==> src/rtl/pif_ram_arbiter_pkg.sv <==
// Shared types and constants for the PIF RAM arbiter: host FSM states,
// grant-owner encoding and big-endian byte-lane helpers.
package pif_ram_arb_pkg;

  typedef enum logic [1:0] {
    IDLE  = 2'd0,
    BURST = 2'd1,
    WAIT  = 2'd2,
    DONE  = 2'd3
  } host_state_e;

  localparam logic OWN_CPU  = 1'b0;
  localparam logic OWN_HOST = 1'b1;

  localparam int         BYTES_PER_WORD = 4;
  localparam logic [1:0] LAST_IDX       = 2'(BYTES_PER_WORD - 1);

  // Byte lane 0 is the most significant byte of the host word.
  function automatic logic [7:0] word_lane(input logic [31:0] w, input logic [1:0] idx);
    logic [7:0] b;
    case (idx)
      2'd0:    b = w[31:24];
      2'd1:    b = w[23:16];
      2'd2:    b = w[15:8];
      2'd3:    b = w[7:0];
      default: b = 8'h00;
    endcase
    return b;
  endfunction

  function automatic logic [31:0] set_lane(input logic [31:0] w, input logic [1:0] idx,
                                           input logic [7:0] b);
    logic [31:0] r;
    r = w;
    case (idx)
      2'd0:    r[31:24] = b;
      2'd1:    r[23:16] = b;
      2'd2:    r[15:8]  = b;
      2'd3:    r[7:0]   = b;
      default: r        = w;
    endcase
    return r;
  endfunction

endpackage

==> src/rtl/pif_ram_arbiter_rr_arb.sv <==
// Two-way round-robin picker between the 6502 CPU and the host burst engine.
// Under contention the requester that did not win the previous slot is chosen.
module pif_ram_rr_arb
  import pif_ram_arb_pkg::*;
(
  input  logic req_cpu,
  input  logic req_host,
  input  logic rr_last,
  output logic grant_cpu,
  output logic grant_host
);

  // Select one winner per cycle; uncontended requests pass straight through
  always_comb begin
    grant_cpu  = 1'b0;
    grant_host = 1'b0;
    if (req_cpu && req_host) begin
      if (rr_last == OWN_HOST) begin
        grant_cpu = 1'b1;
      end else begin
        grant_host = 1'b1;
      end
    end else begin
      grant_cpu  = req_cpu;
      grant_host = req_host;
    end
  end

endmodule

==> src/rtl/pif_ram_arbiter.sv <==
// Shares the single-port 512x8 PIF RAM between 6502 byte accesses and host word bursts.
// Optional build macro PIF_ARB_CONFLICT_CNT_EN adds the conflict_cnt output.
module pif_ram_arbiter
  import pif_ram_arb_pkg::*;
#(
  parameter int ADDR_W  = 9,
  parameter int HOST_AW = 7
) (
  input  logic              clk,
  input  logic              reset,
  input  logic              cpu_req,
  input  logic              cpu_we,
  input  logic [ADDR_W-1:0] cpu_addr,
  input  logic [7:0]        cpu_wdata,
  output logic              cpu_ack,
  output logic              cpu_rvalid,
  output logic [7:0]        cpu_rdata,
  input  logic              host_req,
  input  logic              host_we,
  input  logic [HOST_AW-1:0] host_addr,
  input  logic [31:0]       host_wdata,
  output logic              host_busy,
  output logic              host_done,
  output logic [31:0]       host_rdata,
  output logic [ADDR_W-1:0] ram_addr,
  output logic              ram_we,
  output logic [7:0]        ram_wdata,
  output logic              ram_oe,
  input  logic              ram_valid,
  input  logic [7:0]        ram_q
`ifdef PIF_ARB_CONFLICT_CNT_EN
  ,
  output logic [15:0]       conflict_cnt
`endif
);

  host_state_e        state_r;
  host_state_e        state_s;
  logic [HOST_AW-1:0] addr_r;
  logic               we_r;
  logic [31:0]        wdata_r;
  logic [1:0]         idx_r;
  logic               rr_last_r;
  logic               pend_r;
  logic               tag_r;
  logic [1:0]         lane_r;
  logic [31:0]        rbuf_r;
  logic [31:0]        host_rdata_r;

  logic req_cpu_s;
  logic req_host_s;
  logic grant_cpu_s;
  logic grant_host_s;
  logic rvalid_s;
  logic host_lane_s;

  // Reset also blanks requests so nothing reaches the RAM during the reset cycle
  assign req_cpu_s  = cpu_req & ~reset;
  assign req_host_s = (state_r == BURST) & ~reset;

  pif_ram_rr_arb u_rr_arb (
    .req_cpu    (req_cpu_s),
    .req_host   (req_host_s),
    .rr_last    (rr_last_r),
    .grant_cpu  (grant_cpu_s),
    .grant_host (grant_host_s)
  );

  // Drive the RAM port from whichever side owns this slot
  always_comb begin
    ram_addr  = '0;
    ram_we    = 1'b0;
    ram_oe    = 1'b0;
    ram_wdata = 8'h00;
    if (grant_host_s) begin
      ram_addr  = ADDR_W'({addr_r, idx_r});
      ram_we    = we_r;
      ram_oe    = ~we_r;
      ram_wdata = we_r ? word_lane(wdata_r, idx_r) : 8'h00;
    end else if (grant_cpu_s) begin
      ram_addr  = cpu_addr;
      ram_we    = cpu_we;
      ram_oe    = ~cpu_we;
      ram_wdata = cpu_we ? cpu_wdata : 8'h00;
    end else begin
      ram_addr = '0;
    end
  end

  // pend_r filters out a stray valid that was in flight when reset hit
  assign rvalid_s    = ram_valid & pend_r;
  assign cpu_rvalid  = rvalid_s & (tag_r == OWN_CPU);
  assign cpu_rdata   = cpu_rvalid ? ram_q : 8'h00;
  assign host_lane_s = rvalid_s & (tag_r == OWN_HOST);
  assign cpu_ack     = grant_cpu_s;
  assign host_busy   = (state_r != IDLE);
  assign host_done   = (state_r == DONE);
  assign host_rdata  = host_rdata_r;

  // Host burst sequencing: one word becomes four byte slots
  always_comb begin
    state_s = state_r;
    case (state_r)
      IDLE: begin
        if (host_req) begin
          state_s = BURST;
        end else begin
          state_s = IDLE;
        end
      end
      BURST: begin
        if (grant_host_s && (idx_r == LAST_IDX)) begin
          state_s = we_r ? DONE : WAIT;
        end else begin
          state_s = BURST;
        end
      end
      WAIT: begin
        if (host_lane_s && (lane_r == LAST_IDX)) begin
          state_s = DONE;
        end else begin
          state_s = WAIT;
        end
      end
      DONE:    state_s = IDLE;
      default: state_s = IDLE;
    endcase
  end

  // FSM state and captured host request
  always_ff @(posedge clk) begin
    if (reset) begin
      state_r <= IDLE;
      addr_r  <= '0;
      we_r    <= 1'b0;
      wdata_r <= 32'h0000_0000;
      idx_r   <= 2'd0;
    end else begin
      state_r <= state_s;
      if ((state_r == IDLE) && host_req) begin
        addr_r  <= host_addr;
        we_r    <= host_we;
        wdata_r <= host_wdata;
        idx_r   <= 2'd0;
      end else if (grant_host_s) begin
        idx_r <= idx_r + 2'd1;
      end
    end
  end

  // Round-robin history and read-owner tag for the one outstanding RAM read
  always_ff @(posedge clk) begin
    if (reset) begin
      rr_last_r <= OWN_HOST;
      pend_r    <= 1'b0;
      tag_r     <= OWN_CPU;
      lane_r    <= 2'd0;
    end else begin
      if (grant_cpu_s || grant_host_s) begin
        rr_last_r <= grant_host_s ? OWN_HOST : OWN_CPU;
      end
      pend_r <= ram_oe;
      tag_r  <= grant_host_s ? OWN_HOST : OWN_CPU;
      lane_r <= idx_r;
    end
  end

  // Assemble host read bytes; publish the word only once the last lane lands
  always_ff @(posedge clk) begin
    if (reset) begin
      rbuf_r       <= 32'h0000_0000;
      host_rdata_r <= 32'h0000_0000;
    end else begin
      if (host_lane_s) begin
        rbuf_r <= set_lane(rbuf_r, lane_r, ram_q);
      end
      if (host_lane_s && (lane_r == LAST_IDX)) begin
        host_rdata_r <= set_lane(rbuf_r, lane_r, ram_q);
      end
    end
  end

`ifdef PIF_ARB_CONFLICT_CNT_EN
  logic [15:0] conflict_cnt_r;

  // Count contended slots lost by the host, saturating
  always_ff @(posedge clk) begin
    if (reset) begin
      conflict_cnt_r <= 16'h0000;
    end else if (req_cpu_s && req_host_s && grant_cpu_s && (conflict_cnt_r != 16'hFFFF)) begin
      conflict_cnt_r <= conflict_cnt_r + 16'h0001;
    end else begin
      conflict_cnt_r <= conflict_cnt_r;
    end
  end

  assign conflict_cnt = conflict_cnt_r;
`endif

endmodule
==> config.mk <==
export PLATFORM = sky130hd
export DESIGN_NAME = pif_ram_arbiter
export DESIGN_NICKNAME = d
export VERILOG_FILES = /design/src/rtl/pif_ram_arbiter_pkg.sv /design/src/rtl/pif_ram_arbiter_rr_arb.sv /design/src/rtl/pif_ram_arbiter.sv
export SDC_FILE = /design/constraint.sdc
export NUM_CORES = 1
export LEC_CHECK = 0
export CAP_MARGIN = 30
export CELL_PAD_IN_SITES_DETAIL_PLACEMENT = 1
export CELL_PAD_IN_SITES_GLOBAL_PLACEMENT = 2
export CORE_MARGIN = 2
export CORE_UTILIZATION = 29
export DETAILED_ROUTE_END_ITERATION = 6
export PLACE_DENSITY_LB_ADDON = 0.1
export SETUP_SLACK_MARGIN = 0.02
export SLEW_MARGIN = 20
export SYNTH_ARGS = -nofsm -noshare
export SYNTH_HDL_FRONTEND = slang
export SYNTH_SLANG_ARGS = --single-unit
export TNS_END_PERCENT = 20
==> constraint.sdc <==
create_clock -name clk -period 3.37 [get_ports clk]
set_input_delay 0.674 -clock clk [delete_from_list [all_inputs] [get_ports clk]]
set_output_delay 0.674 -clock clk [all_outputs]
set_load 0.01 [all_outputs]
**Word level (Yosys, flattened, before mapping)**

Index checks and enable logic that the tools add are counted.

- Flip-flop bits (word level): 113
- Input port bits: 71

- Add/sub/neg operators: 1
- Equal/unequal tests: 9
- Multiplexer cells: 26
- Bitwise gates (word level): 9
- Reductions and logical operators: 10

Operator list:

| operator | count |
|---|---|
| $mux 8 | 9 |
| $pmux 8 s4 | 1 |
| $mux 9 | 2 |
| $eq 2x2->1 const B | 6 |
| $mux 1 | 12 |
| $pmux 2 s4 | 1 |
| $eq 2x1->1 const B | 3 |
| $logic_not 2->1 | 3 |
| $and 1x1->1 | 5 |
| $logic_and 1x1->1 | 4 |
| $not 1->1 | 4 |
| $add 2x1->2 const B | 1 |
| $mux 2 | 1 |
| $reduce_bool 2->1 | 1 |
| $reduce_or 2->1 | 1 |
| $logic_or 1x1->1 | 1 |

**Longest topological paths before layout**

- Depth after elaboration: 7
- Mapped depth: 6
- Gate-level depth less buffers: 5

**Modules after synthesis**

From an unflattened synthesis, not the netlist that was laid out.

- Cell total of the unflattened synthesis: 463
- Area, all modules: 4,324.1 µm²

Modules (own cells, without submodules):

| module | times used | cells each | area an instance (µm²) | sequential area each (µm²) |
|---|---|---|---|---|
| pif_ram_arbiter | 1 | 460 | 4,305.4 | 2,102.0 |
| pif_ram_rr_arb | 1 | 3 | 18.8 | 0.0 |

**Worst setup path before layout**

No wires, ideal clock.

- Path type: input to output
- Start: in reset
- End: out ram_wdata[0]
- Data arrival time: 1.529 ns
- Slack: 1.167 ns
- Stages on the path: 3
- Path buffers: 1
- Cells stage by stage: clkbuf_1 > nor4_4 > a22o_1

- Word-level cells in the longest chain between the ends: 6
- Elaborated cells between the ends (all ways): 8
- Those cells by class: mux: 4; bitwise: 3; reduce/logical: 1

Ends and longest elaborated chain:

| what | line | RTL |
|---|---|---|
| from (decl) | pif_ram_arbiter.sv:10 | `input logic reset,` |
| $not 1->1 * | pif_ram_arbiter.sv:58, pif_ram_arbiter.sv:59 |  |
| $and 1x1->1 (on tied branches) | pif_ram_arbiter.sv:58, pif_ram_arbiter.sv:59 |  |
| $logic_and 1x1->1 | pif_ram_arbiter_rr_arb.sv:17 | `if (req_cpu && req_host) begin` |
| $mux 1 | pif_ram_arbiter_rr_arb.sv:17 |  |
| $mux 8 | pif_ram_arbiter.sv:80 | `end else if (grant_cpu_s) begin` |
| $mux 8 * | pif_ram_arbiter.sv:75 | `if (grant_host_s) begin` |
| to (decl) | pif_ram_arbiter.sv:27 | `output logic [7:0] ram_wdata,` |

Every way passes the cells marked *; elsewhere a longest branch is shown, timed or not.

**Worst setup path after layout**

- Start: in cpu_req
- End: out ram_addr[1]

- Word-level cells in the longest chain between the ends: 5
- Elaborated cells between the ends (all ways): 6
- Those cells by class: mux: 4; bitwise: 1; reduce/logical: 1

Ends and longest elaborated chain:

| what | line | RTL |
|---|---|---|
| from (decl) | pif_ram_arbiter.sv:11 | `input logic cpu_req,` |
| $and 1x1->1 * | pif_ram_arbiter.sv:58 | `assign req_cpu_s = cpu_req & ~reset;` |
| $logic_and 1x1->1 | pif_ram_arbiter_rr_arb.sv:17 |  |
| $mux 1 | pif_ram_arbiter_rr_arb.sv:17 |  |
| $mux 9 | pif_ram_arbiter.sv:80 |  |
| $mux 9 * | pif_ram_arbiter.sv:75 |  |
| to (decl) | pif_ram_arbiter.sv:25 | `output logic [ADDR_W-1:0] ram_addr,` |

Marks and branches as above.

==> results.cfg <==
[setup_path]
crit_path_frequent_cell = clkdlybuf4s50_1
worstPathCellList = clkdlybuf4s50_1, a21oi_1, and2_1, a22o_1, clkdlybuf4s50_1
cp.depth = 5
required_ns = 2.70
critPathBufInv = 2
reg2reg_depth = 4
worstPathMaxFanout = 11
critPathTopFamily = buffers and inverters
endpoint_kind = output pin
startpoint_type = primary input
critical_path_arrival_ns = 2.59
cpPeakStageDelay_ns = 0.57
critPathSlowestCell = clkdlybuf4s50_1
criticalPathCategory = in -> out

[timing]
worst_slack_ns = 0.104
hold_violations = 0
max_clock_freq_ghz = 0.306
worstMarginPinSlew_ns = 0.590
holdWs_ns = 0.458
period_share_pct = 96.9
finalSetupViolations = 0
timing.final.crit_period_ns = 3.27
rsz0062_at_grt = true
fin_setup_tns_ns = 0
drv_slew = 0
relSlewSlack_pct = 60.7
clock_skew_ns = 0.00622

[synth]
synth_cells = 528
netlist_area_mm2 = 0.00450
ys_types = 37
synth_top_area_cell = dfxtp_1
async_flop_share_pct = 0
synth.top_cells.by_area = dfxtp_1 (47%), a21oi_1 (9.0%), nand2_1 (6.9%)
synth_edf_count = 0
synth_ff_type = dfxtp_1
ys_ff_latch = 105
syn_nets = 603
syn_area_per_cell_um2 = 8.52
yosysMostFrequentCell = dfxtp_1
yosys_warnings = 0
synth_top_area_share_pct = 46.7
yosysSeqAreaShare_pct = 46.7
synth_commonest_cells = dfxtp_1 (105), nand2_1 (83), a21oi_1 (81)

[placed_design]
preCtsSetupSlack_ns = 0.0482
dp_hpwl_um = 9830
gp_congestion = 0.723
port_buffers = 133

[clock_network]
holdBufCountCts = 0
clock_path_buffers = 2
cts_tree = built
htreeDepth = 3
clk_pin_slew_ns = 0.07
clk_latency_ns = 0.35
cts.root.buffer_cell = clkbuf_16
cts_sinks = 105
cts_made_buffers = 9

[route]
wl_per_cell_um = 16.7
post-route-drc-count = 0
initialDrtViolationCount = 139
num_vias = 4053
routed_wl_um = 13900
final_antenna_net_count = 0
first_pass_iters = 4
viasPerCell = 4.87

[outcome]
status = completed

[die]
row_count = 45
dieArea_mm2 = 0.0165
start_util_pct = 29.6
dieWidth_um = 129
io_pins = 134
core_mm2 = 0.0152
die_h_um = 129

[run]
cap_violations = 0

[cells_and_area]
area_delta_synth_final_pct = 39.0
final_nets = 714
post_route_cells_drive_above_1_share_pct = 6.22
final_core_util_pct = 41.2

[global_routing]
grt_max_degree = 68
grt_pass1_wl_um = 22400
grt_pass1_vias = 4292
track_usage_pct = 17.4
antenna_found_initial = 0
grt-ovfl-total = 0

[power]
p_leak_uw = 0.00228
pwr_density_cell_mw_per_mm2 = 413
irDropWorstVdd_mv = 0.220
p_total_uw = 2580

[min_path]
hold_depth = 2
hold_path_class = reg -> reg
[path summary, 6_finish.rpt]
| path | endpoint | slack (ns) | start |
|---|---|---|---|
| worst max-delay path | ram_addr[1] | 0.10 | cpu_req |
| worst min-delay path | wdata_r[19] | 0.46 | wdata_r[19] |
| worst min register to register | wdata_r[19] | 0.46 | wdata_r[19] |
| worst max register to register | addr_r[0] | 1.55 | flip-flop |
[metal layers]
metal / global-route usage, % / vias to the layer above / part of all wire (%)
li1: - / 2025 / -
met1: 19.6 / 1934 / 42
met2: 32.1 / 83 / 51
met3: 4.24 / 11 / 4.9
met4: 5.75 / 0 / 1.2
met5: 0 / - / 0
[report_power, final]
group	total [µW]	internal [µW]	switching, µW
Sequential	1300	1270	23.3
Combinational	303	161	142
Clock	984	501	482
Total	2580	1940	647
[layout make-up]
class                   count  area (µm²)
fillers                  1787        8950
multi-input cells         372        2170
flip-flops and latches    105        2100
repair buffers            146        1450
well taps                 188         235
clock buffers               9         225
clock inverters             6        43.8
inverters                   5        18.8
diodes                      1        2.50
[metrics by stage]
stage               instances  area [µm²]
floorplan                 528        4500
global placement          813        5930
detailed placement        814        5960
CTS                       829        6230
global route              831        6250
finish                    832        6260
[cells in the final DEF, fill, tap and decap left out, drive strengths merged, types with 2 or more instances in the layout]
master / instances
a21oi: 81
mux2i: 24
a22oi: 8
o21ai: 34
nand3: 27
nor3b: 3
and2: 11
a22o: 19
or3: 8
nand2: 84
nor3: 2
buf: 14
clkbuf: 9
clkdlybuf4s50: 132
and3: 2
or2: 2
nor2b: 10
nand2b: 40
ha: 4
dfxtp: 105
clkinv: 3
nor2: 4
inv: 7
[tightest hold or removal path: cells and delay by family, from the launching register on]
family | cells | cell delay (ns)
DFF | 1 | 0.31
and+or+nand+nor | 1 | 0.05
AOI/OAI and AO/OA | 1 | 0.05
[cell families (layout without fill, tap and decap cells)]
logic type | after synthesis | in the layout | share of synthesized area (%)
multiplexers | 24 | 24 | 5.34
other | 0 | 1 | 0
buffers and inverters | 51 | 166 | 5.12
adder cells (fa/ha/maj) | 4 | 4 | 1.11
flip-flops | 105 | 105 | 46.7
AND/OR/NAND/NOR | 197 | 197 | 23.0
AO/OA/AOI/OAI | 147 | 147 | 18.7
[what timing repair did]
action | in CTS | in global routing
setup endpoints to repair | 0 | 9
hold endpoints to repair | 0 | 0
resized for setup | 0 | 1
buffers inserted | 0 | 1
[sequential cells by signal (all words and copies together), names as in the netlist, 2 cells and up, named ones only]
name,flops
addr_r,7
host_rdata,32
idx_r,2
lane_r,2
rbuf_r,24
wdata_r,32
(Power assumes the default switching activity.)
